--- src/rtl/fifo_ctrl_pkg.sv ---
// Shared defaults for the FIFO control slice: pointer width, depth,
// watermark levels and the address width of the attached dual-port memory.
package fifo_ctrl_pkg;

  localparam int DEF_ADDR_WIDTH = 3;
  localparam int DEF_DEPTH      = 2 ** DEF_ADDR_WIDTH;
  localparam int DEF_AE_LEVEL   = 2;
  localparam int DEF_AF_LEVEL   = 6;
  localparam int MEM_ADDR_WIDTH = 4;

endpackage

--- src/rtl/fifo_ctrl_ptr.sv ---
// Wrap-bit pointer: low bits address the memory, MSB toggles on each pass
// through the array so that full and empty stay distinguishable.
module fifo_ptr #(
  parameter int W = 3
) (
  input  logic       clk,
  input  logic       reset,
  input  logic       inc,
  output logic [W:0] ptr
);

  always_ff @(posedge clk or posedge reset) begin
    if (reset)
      ptr <= '0;
    else if (inc)
      ptr <= ptr + (W + 1)'(1);
  end

endmodule

--- src/rtl/fifo_ctrl.sv ---
// FIFO control: push/pop acceptance, memory strobes and addresses, occupancy
// flags decoded from the registered pointers, and sticky error flags.
module fifo_ctrl
  import fifo_ctrl_pkg::*;
#(
  parameter int ADDR_WIDTH = DEF_ADDR_WIDTH,
  parameter int AE_LEVEL   = DEF_AE_LEVEL,
  parameter int AF_LEVEL   = DEF_AF_LEVEL
) (
  input  logic                      clk,
  input  logic                      reset,
  input  logic                      push,
  input  logic                      pop,
  output logic                      write_enable,
  output logic                      read_enable,
  output logic [MEM_ADDR_WIDTH-1:0] write_addr,
  output logic [MEM_ADDR_WIDTH-1:0] read_addr,
  output logic                      full,
  output logic                      empty,
  output logic                      almost_full,
  output logic                      almost_empty,
  output logic [ADDR_WIDTH:0]       count,
  output logic                      data_valid,
  output logic                      overflow,
  output logic                      underflow
);

  localparam logic [ADDR_WIDTH:0] AE_CNT = (ADDR_WIDTH + 1)'(AE_LEVEL);
  localparam logic [ADDR_WIDTH:0] AF_CNT = (ADDR_WIDTH + 1)'(AF_LEVEL);

  logic [ADDR_WIDTH:0] wr_ptr;
  logic [ADDR_WIDTH:0] rd_ptr;

  fifo_ptr #(.W(ADDR_WIDTH)) u_wr_ptr (
    .clk   (clk),
    .reset (reset),
    .inc   (write_enable),
    .ptr   (wr_ptr)
  );

  fifo_ptr #(.W(ADDR_WIDTH)) u_rd_ptr (
    .clk   (clk),
    .reset (reset),
    .inc   (read_enable),
    .ptr   (rd_ptr)
  );

  // Status depends only on the registered pointers, never on push/pop.
  assign count        = wr_ptr - rd_ptr;
  assign empty        = (wr_ptr == rd_ptr);
  assign full         = (wr_ptr == {~rd_ptr[ADDR_WIDTH], rd_ptr[ADDR_WIDTH-1:0]});
  assign almost_full  = (count >= AF_CNT);
  assign almost_empty = (count <= AE_CNT);

  // A pop frees the slot being written when full: the read sees old contents.
  assign write_enable = push & (~full | pop);
  assign read_enable  = pop & ~empty;

  assign write_addr = MEM_ADDR_WIDTH'(wr_ptr[ADDR_WIDTH-1:0]);
  assign read_addr  = MEM_ADDR_WIDTH'(rd_ptr[ADDR_WIDTH-1:0]);

  always_ff @(posedge clk or posedge reset) begin
    if (reset) begin
      data_valid <= 1'b0;
      overflow   <= 1'b0;
      underflow  <= 1'b0;
    end else begin
      data_valid <= read_enable;
      if (push & ~write_enable)
        overflow <= 1'b1;
      if (pop & ~read_enable)
        underflow <= 1'b1;
    end
  end

endmodule

--- config.mk ---
export PLATFORM = sky130hd
export DESIGN_NAME = fifo_ctrl
export DESIGN_NICKNAME = d
export VERILOG_FILES = /design/src/rtl/fifo_ctrl_pkg.sv /design/src/rtl/fifo_ctrl_ptr.sv /design/src/rtl/fifo_ctrl.sv
export SDC_FILE = /design/constraint.sdc
export NUM_CORES = 1
export LEC_CHECK = 0
export CORE_MARGIN = 4
export CORE_UTILIZATION = 47
export CTS_CLUSTER_DIAMETER = 200
export DETAILED_ROUTE_END_ITERATION = 7
export PLACE_DENSITY_LB_ADDON = 0.05
export SLEW_MARGIN = 40
export SYNTH_ARGS = -nofsm -noshare
export SYNTH_HDL_FRONTEND = slang
export SYNTH_SLANG_ARGS = --single-unit
--- constraint.sdc ---
create_clock -name clk -period 3.2 [get_ports clk]
set_clock_uncertainty 0.1 [all_clocks]
set_input_delay 0.96 -clock clk [delete_from_list [all_inputs] [get_ports clk]]
set_output_delay 0.96 -clock clk [all_outputs]
set_load 0.02 [all_outputs]
==> qor.yml, run 1 <==
clock_network:
  cts_sinks: 11
  cts-root-buf: "clkbuf_4"
  cts_tree: "built"
  clk_pin_slew_worst_paths_ps: 80
  htree_levels: 1
  cts.path.max_buffers: 2
  cts_made_buffers: 3
  clock_latency_ps: 260
timing:
  setup_tns_ps: 0
  setup_viol: 0
  fin_ws_ps: 121
  slew_viol_final: 0
  finalHoldViolations: 0
  layout_min_cycle_time_ps: 3080
  worst_pin_slew_ps: 533
  timing.fmax_mhz: 325
  period_share_pct: 96.2
  relSlewSlack_pct: 64.2
floorplanning:
  num_io_pins: 25
  fp.dieH_um: 47.2
  placementRows: 13
  die-area_mm2: 0.00223
  core_mm2: 0.00137
  initial_utilization_pct: 52.9
  die_x_um: 47.2
global_routing:
  grt_pass1_vias: 551
  grt_start_max_net_pins: 12
  gr-total-overflow: 0
  antenna_found_initial: 0
  grt_usage_pct: 15.2
  grt_pass1_wl_um: 2390
logic_synthesis:
  synthAdderAreaFrac_pct: 11.4
  synthSimpleGateAreaFrac_pct: 8.48
  ys_seq_area_share_pct: 38.1
  ys_warn_count: 0
  yosys_most_used_dff: "dfrtp_1"
  syn_inst: 69
  synth_compound_area_share_pct: 14.0
  synth_edf_count: 0
  yosys-mux-area-fraction_pct: 3.63
  ys_seq_elements: 11
  synth_top_family_by_area: "compound AO/OA/AOI/OAI gates"
  async_flop_share_pct: 100
  synth_xor_area_share_pct: 10.9
  syn_area_per_cell_um2: 10.5
  ys_types: 26
  synth_area_um2: 723
routing:
  vias_per_cell: 5.06
  initialDrtViolationCount: 7
  ant_nets: 0
  drc: 0
  wl_um: 1400
  vias: 562
  drt-pass1-iter-count: 2
  wl_per_cell_um: 12.6
cells_and_area:
  fillers: 113
  syn_to_final_growth_pct: 38.2
  fin_nets: 107
  diodes: 0
  drive_above_1_share_pct: 16.7
place:
  place.gp.congestion: 0.740
  numPortBuffers: 22
  pre_cts_slack_ps: -220
  dp_hpwl_um: 1130
critical_path:
  required_ps: 2140
  path_cells: "inv_1 -> ha_1 -> nand3_4 -> nor2_1 -> clkdlybuf4s50_1"
  critPathArrivalTime_ps: 2020
  critPathTopFamily: "buffers and inverters"
  cp_slowest_stage_delay_ps: 610
  start_kind: "flip-flop"
  path_buf_inv: 2
  critical_path.slowest_cell: "clkdlybuf4s50_1"
  path_max_fanout: 9
  worstSetupPathType: "flip-flop to output port"
  cp-end-kind: "output port"
min_path:
  hold_class: "flip-flop to flip-flop"
status:
  status: "finished, final reports clean"
flow_run:
  maxCapViolCount: 0
## flip-flops by register name (all words and copies together) (netlist names)
name and cells:
u_rd_ptr.ptr 4, u_wr_ptr.ptr 4, data_valid 1, overflow 1, underflow 1
## per-layer routing
layer	up-vias	share of wire [%]	wire (µm)	track usage, %
met5	-	0	0	0
met1	263	45	630	19.8
met3	2	6.4	89	2.30
met4	0	0.43	6	4.97
met2	21	48	667	25.4
li1	276	-	-	-
## stage by stage
step | cells | hold slack (ps) | util (%) | area [µm²]
final | 111 | 360 | 73.2 | 1000
after global routing | 111 | 406 | 73.2 | 1000
after CTS | 111 | 367 | 72.2 | 986
after detailed placement | 107 | 347 | 70.7 | 966
after global placement | 107 | 343 | 70.7 | 966
after floorplan | 70 | 381 | - | 727
## layout make-up
type	instances	area (µm²)	area share, %
flip-flops and latches	11	277	27.7
clock buffers	4	26.3	2.63
repair buffers	30	279	27.9
inverters	9	33.8	3.38
well taps	15	18.8	1.88
multi-input cells	42	365	36.5
## repair_timing
action	4_1_cts	5_1_grt
pin swaps	0	0
setup buffers	0	0
hold buffers	0	0
gates resized for setup	7	4
setup endpoints to repair	7	4
## Yosys cell counts, types with 2 or more instances
cell type,instances,area (µm²)
dfrtp_1,11,275
inv_1,9,33.8
buf_4,8,60.1
xnor2_1,8,70.1
ha_1,5,62.6
a21oi_1,3,15.0
nor2_1,3,11.3
a21o_1,2,15.0
and4_1,2,17.5
o21ai_0,2,10.0
## path summary, 6_finish.rpt
kind | from | to | slack, ps | cells past startpoint
min in group asynchronous | reset | u_wr_ptr.ptr[2]$_DFFE_PP0P_ | 910 | 2
min reg2reg | overflow$_DFFE_PP0P_ | overflow$_DFFE_PP0P_ | 360 | 1
min | overflow$_DFFE_PP0P_ | overflow$_DFFE_PP0P_ | 360 | 1
max reg2reg | u_rd_ptr.ptr[2]$_DFFE_PP0P_ | u_wr_ptr.ptr[1]$_DFFE_PP0P_ | 1240 | 6
max | u_rd_ptr.ptr[2]$_DFFE_PP0P_ | full | 120 | 5
max in group asynchronous | reset | u_rd_ptr.ptr[1]$_DFFE_PP0P_ | 1770 | 2
## cell usage in the layout, fill, tap and decap left out, drive strengths merged
cell type       n
a21o            2
a21oi           3
and3            1
and4            2
buf             8
clkbuf          4
clkdlybuf4s15   1
clkdlybuf4s50  14
conb            2
dfrtp          11
dlygate4sd2     5
dlymetal6s2s    2
fa              1
ha              5
inv             9
mux2            2
nand2           1
nand3           1
nand3b          1
nor2            3
nor3            1
o211ai          1
o21a            1
o21ai           3
o311ai          1
o31ai           2
xnor2           8
xor2            1
## logic make-up after synthesis
kind of cell / Yosys count
adder cells (fa/ha/maj): 6
AO/OA/AOI/OAI: 13
flip-flops: 11
AND/OR/NAND/NOR: 10
XOR/XNOR: 9
other: 1
multiplexers: 2
buffers and inverters: 17
Power of run 1 is left out: the tool's default activity adds up to more than one toggle a clock period on the data nets, which glitch-free logic cannot reach.
==> inputs of run 2 (changes only) <==
--- a/config.mk
+++ b/config.mk
@@ -5,10 +5,12 @@
 export SDC_FILE = /design/constraint.sdc
 export NUM_CORES = 1
 export LEC_CHECK = 0
+export CAP_MARGIN = 10
 export CORE_MARGIN = 4
 export CORE_UTILIZATION = 47
 export CTS_CLUSTER_DIAMETER = 200
 export DETAILED_ROUTE_END_ITERATION = 7
+export GPL_TIMING_DRIVEN = 0
 export PLACE_DENSITY_LB_ADDON = 0.05
 export SLEW_MARGIN = 40
 export SYNTH_ARGS = -nofsm -noshare
==> qor.yml, run 2 (synthesis results as in run 1) <==
status:
  status: "finished, final reports clean"
critical_path:
  worstSetupPathType: "input port to output port"
  timing.rr.start: "u_rd_ptr.ptr[2]$_DFFE_PP0P_"
  path_cells: "clkdlybuf4s50_1 -> o31ai_4 -> inv_1 -> dlygate4sd2_1"
  cp-end-kind: "output port"
  required_ps: 2140  # about the same
  path_max_fanout: 4  # -5
  critPathArrivalTime_ps: 2030  # about the same
  critical_path.slowest_cell: "clkdlybuf4s50_1"
  cp_slowest_stage_delay_ps: 560  # -50 ps
  r2r_end: "u_wr_ptr.ptr[1]$_DFFE_PP0P_"
  timing.reg2reg.setup_slack_ps: 1280  # +40 ps
  start_kind: "input port"
  path_buf_inv: 3  # +1
  critPathTopFamily: "buffers and inverters"
  rr_worst_depth: 5  # -1
global_routing:
  gr-usage-met3_pct: 3.45  # +1.1 points
  gr-total-overflow: 0  # unchanged
  grt_pass1_vias: 571  # +3.6%
  grt_usage_pct: 14.8  # -0.32 points
  grt_start_max_net_pins: 12  # unchanged
  grtUsageMet1_pct: 16.5  # -3.3 points
  busiest_layer: "met2"
  grt_use_met2_pct: 27.3  # +1.9 points
  antenna_found_initial: 0  # unchanged
  grt_pass1_wl_um: 2330  # -2.6%
place:
  pre_cts_slack_ps: -402  # -182 ps
  place.gp.congestion: 0.787  # +6.4%
  numPortBuffers: 22  # unchanged
  dp_hpwl_um: 1060  # -6.3%
timing:
  relSlewSlack_pct: 62.5  # -1.7 points
  rsz0062_at_grt: "no"
  worst_pin_slew_ps: 558  # +24.6 ps
  finalHoldViolations: 0  # unchanged
  layout_min_cycle_time_ps: 3090  # +6.95 ps
  period_share_pct: 96.4  # +0.22 points
  timing.fmax_mhz: 324  # -0.23%
  setup_viol: 0  # unchanged
  slew_viol_final: 0  # unchanged
  fin_ws_ps: 114  # -6.95 ps
cells_and_area:
  multi_input_area_um2: 365  # unchanged
  final_cell_mix: "clkdlybuf4s50_1, dfrtp_1, inv_1"
  drive_above_1_share_pct: 19.8  # +3.1 points
  fillers: 112  # -0.88%
  fin_nets: 107  # unchanged
  reg_top3: "u_rd_ptr.ptr x4, u_wr_ptr.ptr x4"
  final_common_cell: "clkdlybuf4s50_1"
  register_area_um2: 277  # unchanged
  diodes: 0  # unchanged
  syn_to_final_growth_pct: 37.0
floorplanning:
  placementRows: 13  # unchanged
  initial_utilization_pct: 52.9  # unchanged
  fp.dieH_um: 47.2  # unchanged
  die_x_um: 47.2  # unchanged
  core_mm2: 0.00137  # unchanged
  die-area_mm2: 0.00223  # unchanged
  num_io_pins: 25  # unchanged
clock_network:
  cts_made_buffers: 3  # unchanged
  cts.path.max_buffers: 2  # unchanged
  cts-root-buf: "clkbuf_4"
  cts_tree: "built"
  clk_pin_slew_worst_paths_ps: 60  # -20 ps
  cts_sinks: 11  # unchanged
  postCtsSetupRepairBufs: 0  # unchanged
  clock_latency_ps: 270  # about the same
  htree_levels: 1  # unchanged
routing:
  vias: 551  # -2.0%
  vias_per_cell: 4.96  # -2.0%
  ant_nets: 0  # unchanged
  drt-pass1-iter-count: 2  # unchanged
  initialDrtViolationCount: 5  # -2
  drc: 0  # unchanged
  wl_per_cell_um: 12.2  # -3.2%
  wl_um: 1350  # -3.2%
flow_run:
  maxCapViolCount: 0  # unchanged
min_path:
  hold_class: "flip-flop to flip-flop"
  min_path_cells: 1  # unchanged
  hold_end: "overflow$_DFFE_PP0P_"
  hold_start: "overflow$_DFFE_PP0P_"
run 2: worst reg2reg max path: cells and delay by family (launching register included):
kind	cells	cell delay (ps)
muxes	1	360
and+or+nand+nor	1	170
AOI/OAI and AO/OA	1	320
DFF	1	400
adders and majority gates	1	380
buffers and inverters	1	70
run 2: area by class of cell:
type / instances / area share (%)
repair buffers: 22 / 21.2
well taps: 15 / 1.89
flip-flops and latches: 11 / 27.9
inverters: 9 / 3.41
clock buffers: 4 / 2.65
plain buffers: 8 / 6.06
multi-input cells: 42 / 36.9
run 2: routing by layer:
| metal | vias to the layer above | wire, µm |
|---|---|---|
| met5 | - | 0 |
| met3 | 2 | 111 |
| met2 | 22 | 664 |
| li1 | 278 | - |
| met1 | 249 | 560 |
| met4 | 0 | 15 |
run 2: worst max-delay path by stage:
stage / start / endpoint / slack, ps / depth (start not counted)
after floorplan: u_wr_ptr.ptr[0]$_DFFE_PP0P_ / almost_full / 320 / 6
after global placement: pop / write_enable / -360 / 4
after detailed placement: pop / write_enable / -400 / 4
after CTS: u_wr_ptr.ptr[0]$_DFFE_PP0P_ / almost_empty / 6 / 7
after global routing: u_rd_ptr.ptr[2]$_DFFE_PP0P_ / write_enable / 7 / 6
final: push / write_enable / 110 / 4
run 2: through the flow:
step	std cells	setup TNS, ps	util, %	hold WS [ps]	area, µm²
3_3_place_gp	107	-688	70.7	342	966
6_report	111	0	72.5	366	991
3_5_place_dp	107	-756	70.7	355	966
2_1_floorplan	70	0	-	381	727
4_1_cts	111	0	72.7	375	993
5_1_grt	111	0	72.5	408	991
run 2: timing repair:
action / 4_1_cts / 5_1_grt
hold buffers: 0 / 0
setup endpoints to repair: 7 / 4
gates resized for setup: 12 / 7
Power of run 2 is left out for the same reason.
==> inputs of run 3 (changes only) <==
--- a/config.mk
+++ b/config.mk
@@ -16,3 +16,4 @@
 export SYNTH_ARGS = -nofsm -noshare
 export SYNTH_HDL_FRONTEND = slang
 export SYNTH_SLANG_ARGS = --single-unit
+export TNS_END_PERCENT = 20
==> qor.yml, run 3 (synthesis results as in run 1) <==
place:
  post-place-cells: 107  # unchanged
  dp_hpwl_um: 1060  # unchanged
  numPortBuffers: 22  # unchanged
  place.gp.congestion: 0.787  # unchanged
routing:
  wl_per_cell_um: 12.2  # -0.15%
  ant_nets: 0  # unchanged
  drt-pass1-iter-count: 2  # unchanged
  vias: 551  # unchanged
  wl_um: 1350  # -0.15%
  drc: 0  # unchanged
  vias_per_cell: 4.96  # unchanged
  initialDrtViolationCount: 5  # unchanged
floorplanning:
  num_io_pins: 25  # unchanged
  die-area_mm2: 0.00223  # unchanged
  placementRows: 13  # unchanged
  core_mm2: 0.00137  # unchanged
  die_x_um: 47.2  # unchanged
  fp.dieH_um: 47.2  # unchanged
  initial_utilization_pct: 52.9  # unchanged
min_path:
  hold_class: "flip-flop to flip-flop"
  min_path_cells: 1  # unchanged
  hold_start: "overflow$_DFFE_PP0P_"
  hold_end: "overflow$_DFFE_PP0P_"
critical_path:
  critPathTopFamily: "buffers and inverters"
  path_cells: "clkdlybuf4s50_1 -> o31ai_4 -> inv_1 -> dlygate4sd2_1"
  path_max_fanout: 4  # unchanged
  timing.rr.start: "u_rd_ptr.ptr[2]$_DFFE_PP0P_"
  critical_path.slowest_cell: "clkdlybuf4s50_1"
  timing.reg2reg.setup_slack_ps: 1280  # about the same
  critPathLaunch: "push"
  start_kind: "input port"
  required_ps: 2140  # about the same
  cp_slowest_stage_delay_ps: 560  # about the same
  path_buf_inv: 3  # unchanged
  critPathArrivalTime_ps: 2030  # about the same
  worstSetupPathType: "input port to output port"
  cp-end-kind: "output port"
  rr_worst_depth: 5  # unchanged
  r2r_end: "u_wr_ptr.ptr[1]$_DFFE_PP0P_"
cells_and_area:
  instances_no_fill: 111  # unchanged
  fin_nets: 107  # unchanged
  final_common_cell: "clkdlybuf4s50_1"
  diodes: 0  # unchanged
  syn_to_final_growth_pct: 38.2
  final_cell_mix: "clkdlybuf4s50_1, dfrtp_1, inv_1"
  reg_top3: "u_rd_ptr.ptr x4, u_wr_ptr.ptr x4"
  drive_above_1_share_pct: 18.8  # -1.0 points
global_routing:
  grt_pass1_wl_um: 2330  # unchanged
  grt_pass1_vias: 571  # unchanged
  antenna_found_initial: 0  # unchanged
  grt_usage_pct: 14.8  # unchanged
  gr-total-overflow: 0  # unchanged
  grt_start_max_net_pins: 12  # unchanged
status:
  status: "finished, final reports clean"
flow_run:
  maxCapViolCount: 0  # unchanged
timing:
  relSlewSlack_pct: 62.2  # -0.32 points
  setup_viol: 0  # unchanged
  finalHoldViolations: 0  # unchanged
  timing.fmax_mhz: 324  # about the same
  worst_pin_slew_ps: 563  # +4.77 ps
  slew_viol_final: 0  # unchanged
  rsz0062_at_grt: "yes"
  period_share_pct: 96.5  # about the same
  layout_min_cycle_time_ps: 3090  # +2.27 ps
clock_network:
  postCtsSetupRepairBufs: 0  # unchanged
  cts_tree: "built"
  cts.path.max_buffers: 2  # unchanged
  htree_levels: 1  # unchanged
  clk_pin_slew_worst_paths_ps: 60  # about the same
  clock_latency_ps: 270  # about the same
  cts_sinks: 11  # unchanged
  ctsHoldBuffers: 0  # unchanged
  cts-root-buf: "clkbuf_4"
  cts_made_buffers: 3  # unchanged
run 3: cell types whose count changed in the layout (fill, tap and decap cells not counted), sizes merged:
cell / before / now
clkbuf: 6 / 5
clkdlybuf4s15: 1 / 2
dlymetal6s2s: 2 / 3
dlygate4sd2: 5 / 4
run 3: what timing repair did:
action                     CTS  global route
pin swaps                    0             0
resized for setup           11             6
setup endpoints to repair    7             5
run 3: worst max path at each step:
stage	to	cells past startpoint	slack, ps
6_report	write_enable	4	110
5_1_grt	almost_full	7	-20
4_1_cts	empty	5	1
3_5_place_dp	write_enable	4	-400
3_3_place_gp	write_enable	4	-360
2_1_floorplan	almost_full	6	320
run 3: final cells by class:
cell class	instances	area, µm²
Tap cell	15	18.8
Clock buffer	4	26.3
Sequential cell	11	277
Timing Repair Buffer	22	219
Inverter	9	33.8
Buffer	8	60.1
Fill cell	112	367
Multi-Input combinational cell	42	365
run 3: per-layer routing:
metal	up-vias	track usage, %	wire, µm
li1	277	-	-
met1	250	16.5	555
met2	22	27.3	668
met3	2	3.45	109
met4	0	4.97	15
met5	-	0	0
run 3: metrics by stage:
step	setup TNS [ps]	area, µm²	worst slack, ps	utilization (%)	hold slack (ps)
after global routing	-22.7	1000	-22.7	73.2	408
after floorplan	0	727	321	-	381
final	0	1000	112	73.2	366
after global placement	-688	966	-357	70.7	342
after CTS	0	995	1.36	72.8	375
after detailed placement	-756	966	-402	70.7	355
Power of run 3 is left out for the same reason.
